### src/rtl/branch_predictor.sv
`default_nettype none
// +----------------------------------------------------------------------------+
// | branch_predictor: 2-bit saturating-counter direction predictor + stats.     |
// | Optional global-history (gshare) indexing via BP_GSHARE_EN. Rev 1.0         |
// +----------------------------------------------------------------------------+
module branch_predictor #(
  parameter int IDX_BITS  = 6,
  parameter int PC_WIDTH  = 32,
  parameter int CNT_WIDTH = 32
) (
  input  logic                 clk,
  input  logic                 rst_n,
  input  logic                 fetch_valid,
  input  logic [PC_WIDTH-1:0]  fetch_pc,
  output logic                 pred_taken,
  output logic [IDX_BITS-1:0]  pred_idx,
  input  logic                 res_valid,
  input  logic [IDX_BITS-1:0]  res_idx,
  input  logic                 res_taken,
  input  logic                 res_pred,
  output logic                 mispredict,
  output logic [CNT_WIDTH-1:0] br_cnt,
  output logic [CNT_WIDTH-1:0] mispred_cnt
);

  localparam int                   ENTRIES = 1 << IDX_BITS;
  localparam logic [CNT_WIDTH-1:0] CNT_ONE = CNT_WIDTH'(1);
  localparam logic [CNT_WIDTH-1:0] CNT_MAX = '1;

  logic [1:0]           ctr_q [ENTRIES];
  logic [1:0]           ctr_d [ENTRIES];
  logic [CNT_WIDTH-1:0] br_cnt_q, br_cnt_d;
  logic [CNT_WIDTH-1:0] mispred_cnt_q, mispred_cnt_d;
  logic [IDX_BITS-1:0]  fetch_idx;

  // fetch_valid is trace-only; the index uses just the word-address bits
  logic unused_fetch;
  assign unused_fetch = ^{fetch_valid, fetch_pc};

`ifdef BP_GSHARE_EN
  logic [IDX_BITS-1:0] ghr_q, ghr_d;

  assign fetch_idx = fetch_pc[IDX_BITS+1:2] ^ ghr_q;

  always_comb begin
    ghr_d = ghr_q;
    if (res_valid) ghr_d = {ghr_q[IDX_BITS-2:0], res_taken};
  end

  always_ff @(posedge clk) begin
    if (!rst_n) ghr_q <= '0;
    else        ghr_q <= ghr_d;
  end
`else
  assign fetch_idx = fetch_pc[IDX_BITS+1:2];
`endif

  assign pred_idx    = fetch_idx;
  assign pred_taken  = ctr_q[fetch_idx][1];
  assign mispredict  = res_valid & (res_taken ^ res_pred);
  assign br_cnt      = br_cnt_q;
  assign mispred_cnt = mispred_cnt_q;

  always_comb begin
    for (int i = 0; i < ENTRIES; i++) ctr_d[i] = ctr_q[i];
    br_cnt_d      = br_cnt_q;
    mispred_cnt_d = mispred_cnt_q;
    if (res_valid) begin
      if (res_taken && (ctr_q[res_idx] != 2'b11))
        ctr_d[res_idx] = ctr_q[res_idx] + 2'b01;
      else if (!res_taken && (ctr_q[res_idx] != 2'b00))
        ctr_d[res_idx] = ctr_q[res_idx] - 2'b01;
      if (br_cnt_q != CNT_MAX) br_cnt_d = br_cnt_q + CNT_ONE;
      if (mispredict && (mispred_cnt_q != CNT_MAX)) mispred_cnt_d = mispred_cnt_q + CNT_ONE;
    end
  end

  // Reset wins over a same-cycle resolve: the pending update is discarded
  always_ff @(posedge clk) begin
    if (!rst_n) begin
      for (int i = 0; i < ENTRIES; i++) ctr_q[i] <= 2'b01;
      br_cnt_q      <= '0;
      mispred_cnt_q <= '0;
    end else begin
      for (int i = 0; i < ENTRIES; i++) ctr_q[i] <= ctr_d[i];
      br_cnt_q      <= br_cnt_d;
      mispred_cnt_q <= mispred_cnt_d;
    end
  end

endmodule
`default_nettype wire

### config.mk
export PLATFORM = sky130hd
export DESIGN_NAME = branch_predictor
export DESIGN_NICKNAME = d
export VERILOG_FILES = /design/src/rtl/branch_predictor.sv
export SDC_FILE = /design/constraint.sdc
export NUM_CORES = 1
export LEC_CHECK = 0
export CORE_AREA = 3 3 173 175
export CTS_BUF_LIST = sky130_fd_sc_hd__clkbuf_16
export CTS_CLUSTER_SIZE = 14
export DETAILED_ROUTE_END_ITERATION = 10
export DIE_AREA = 0 0 176 178
export DONT_BUFFER_PORTS = 1
export PLACE_DENSITY = 0.47
export SYNTH_ARGS = -nofsm -noshare
export SYNTH_HDL_FRONTEND = slang
export SYNTH_SLANG_ARGS = --single-unit
### constraint.sdc
create_clock -name clk -period 6.2 [get_ports clk]
set_clock_uncertainty 0.1 [all_clocks]
set_input_delay 1.86 -clock clk [delete_from_list [all_inputs] [get_ports clk]]
set_output_delay 1.86 -clock clk [all_outputs]
set_load 0.1 [all_outputs]
==> results.py <==
metrics = {
    "outcome": {
        "status": "finished, final reports clean",
    },
    "clock_tree": {
        "cts_setup_buffers": 0,
        "cts_resized": 0,
        "h-tree-depth": 4,
        "clk_path_buf_depth": 2,
        "insertion_delay_ns": 0.43,
        "cts_made_buffers": 17,
        "cts_num_sinks": 192,
        "cts_hold_buf": 0,
        "clockRootBuffer": "clkbuf_16",
        "cts_tree": "yes",
        "clk_pin_slew_ns": 0.07,
    },
    "synth": {
        "synth.distinct_cells": 67,
        "avgSynthCellArea_um2": 8.28,
        "synth_top_area_share": 0.387,
        "yosysSeqAreaShare": 0.387,
        "synthFlopType": "dfxtp_1",
        "synth_area_leaders": "dfxtp_1 39%, o21ai_0 6.3%, a21oi_1 5.2%",
        "yosys.area.top_type": "dfxtp_1",
        "netlist_area_um2": 9930,
        "syn_nets": 1247,
        "synth_edf_count": 0,
        "syn_inst": 1199,
        "synth_seq_cells": 192,
        "async_flop_share": 0,
        "yosys_warnings": 0,
    },
    "sta": {
        "final-setup-viol-count": 0,
        "hold_violations": 0,
        "fin_crit_sh": 0.855,
        "slew_headroom": 0.241,
        "rsz0062_at_grt": "false",
        "slew_violations": 0,
        "tns_ns": 0,
        "min_period_ns": 5.30,
        "fmax_mhz": 189,
        "worst_slew_pin_slew_ns": 1.14,
    },
    "setup_path": {
        "crit_fanout": 17,
        "rrSetupSlack_ns": 2.32,
        "critPathLaunchType": "primary input",
        "endpoint_kind": "output port",
        "r2r_cells": 12,
        "worstSetupEndpoint": "pred_taken",
        "r2r-end": "ctr_q[48][1]",
        "critPathKind": "primary input to output port",
        "required_ns": 4.24,
        "cp_data_arrival_time_ns": 3.34,
        "cp-startpoint": "fetch_pc[2]",
    },
    "power_and_ir_drop": {
        "max-vdd-ir-drop_v": 0.000182,
        "total_power_mw": 2.60,
        "p_leak_nw": 3.53,
        "powerDensity_nw_per_um2": 239,
    },
    "floorplanning": {
        "dieArea_um2": 31300,
        "die_h_um": 178,
        "core_area_um2": 28600,
        "pin_count": 116,
        "fp.dieW_um": 176,
        "initial_core_util": 0.347,
        "rows": 62,
    },
    "min_path": {
        "hp-class": "flip-flop to flip-flop",
    },
    "finish": {
        "final_cell_mix": "192 x dfxtp_1, 133 x nand2_1, 124 x o21ai_0, 104 x a21oi_1, 97 x nor2_1",
        "drive_above_1_share": 0.118,
        "fill_cells": 2932,
        "final_common_cell": "dfxtp_1",
        "multi_input_area_um2": 5550,
        "fin_nets": 1206,
        "diodes": 0,
        "areaGrowthSynthToFinish_pct": 9.45,
        "seqCellArea_um2": 3840,
    },
    "route": {
        "wl_per_cell_um": 19.2,
        "drt-total-wl_um": 29800,
        "vias_per_cell": 5.63,
        "first_pass_iters": 5,
        "dr_total_vias": 8747,
        "drt_iter0_drc": 587,
        "drc_errors": 0,
        "drtAntennaViolNets": 0,
    },
    "global_routing": {
        "grt_pass1_wl_um": 47300,
        "antenna_found_initial": 0,
        "grt_max_degree": 83,
        "grt_pass1_vias": 8041,
        "grt.total_usage": 0.191,
        "gr-total-overflow": 0,
    },
    "place": {
        "gp_congestion": 0.763,
        "port_buffers": 0,
        "dp_hpwl_um": 19400,
    },
    "run": {
        "cap_violations": 0,
    },
}
[power breakdown]
group | internal, mW | leakage [nW] | total (mW) | switching, mW
logic | 0.0611 | 1.68 | 0.190 | 0.129
registers | 1.24 | 1.55 | 1.26 | 0.0241
clock network | 0.608 | 0.292 | 1.14 | 0.534
total | 1.91 | 3.53 | 2.60 | 0.687
[cells by family after synthesis]
group	Yosys count	share of synthesized area
XOR/XNOR	11	0.00971
multiplexers	72	0.104
flip-flops	192	0.387
buffers and inverters	117	0.0563
AO/OA/AOI/OAI	340	0.205
AND/OR/NAND/NOR	463	0.233
adder cells (fa/ha/maj)	4	0.00504
[area by class of cell]
cell class | instances | share of cell area
multi-input cells | 890 | 0.511
flip-flops and latches | 192 | 0.354
well taps | 384 | 0.0442
clock buffers | 17 | 0.0392
repair buffers | 41 | 0.0306
clock inverters | 15 | 0.0159
inverters | 16 | 0.00576
[stage by stage]
stage / instance area [um2] / util / cells / worst slack, ns / hold slack (ns)
floorplan: 9930 / - / 1199 / 0.00116 / 0.347
global placement: 10300 / 0.359 / 1523 / 0.616 / 0.358
detailed placement: 10300 / 0.359 / 1523 / 0.671 / 0.369
CTS: 10900 / 0.380 / 1555 / 0.923 / 0.386
global route: 10900 / 0.380 / 1555 / 0.791 / 0.404
finish: 10900 / 0.380 / 1555 / 0.897 / 0.384
[worst min path at each step]
stage | from | end | slack, ns | depth (start not counted)
floorplan | flip-flop | flip-flop | 0.35 | 2
global placement | flip-flop | flip-flop | 0.36 | 2
detailed placement | flip-flop | flip-flop | 0.37 | 2
CTS | flip-flop | flip-flop | 0.39 | 2
global route | flip-flop | flip-flop | 0.40 | 2
finish | flip-flop | flip-flop | 0.38 | 2
[synthesized netlist by cell type (16+ instances only)]
master and count:
a21oi_1 104, clkbuf_1 69, dfxtp_1 192, mux2i_1 31, mux4_2 23, nand2_1 133
nand3_1 65, nand4_1 24, nor2_1 98, nor3_1 18, o21ai_0 124, o21ai_1 16
o31ai_1 19, or3_1 32, or4_1 17
[worst max-delay path, stage by stage]
cell and delay (ns):
mux4_2 0.52, a22oi_1 0.22, nand3_1 0.11, a211oi_1 0.32, nor2_2 0.07, buf_4 0.24
[layer usage]
layer / routed length [um] / up-vias / global-route usage
li1: - / 4332 / -
met1: 14600 / 4254 / 0.270
met2: 13900 / 150 / 0.308
met3: 1070 / 11 / 0.0296
met4: 216 / 0 / 0.0435
met5: 0 / - / 0
Power figures use the tool's default switching activity.
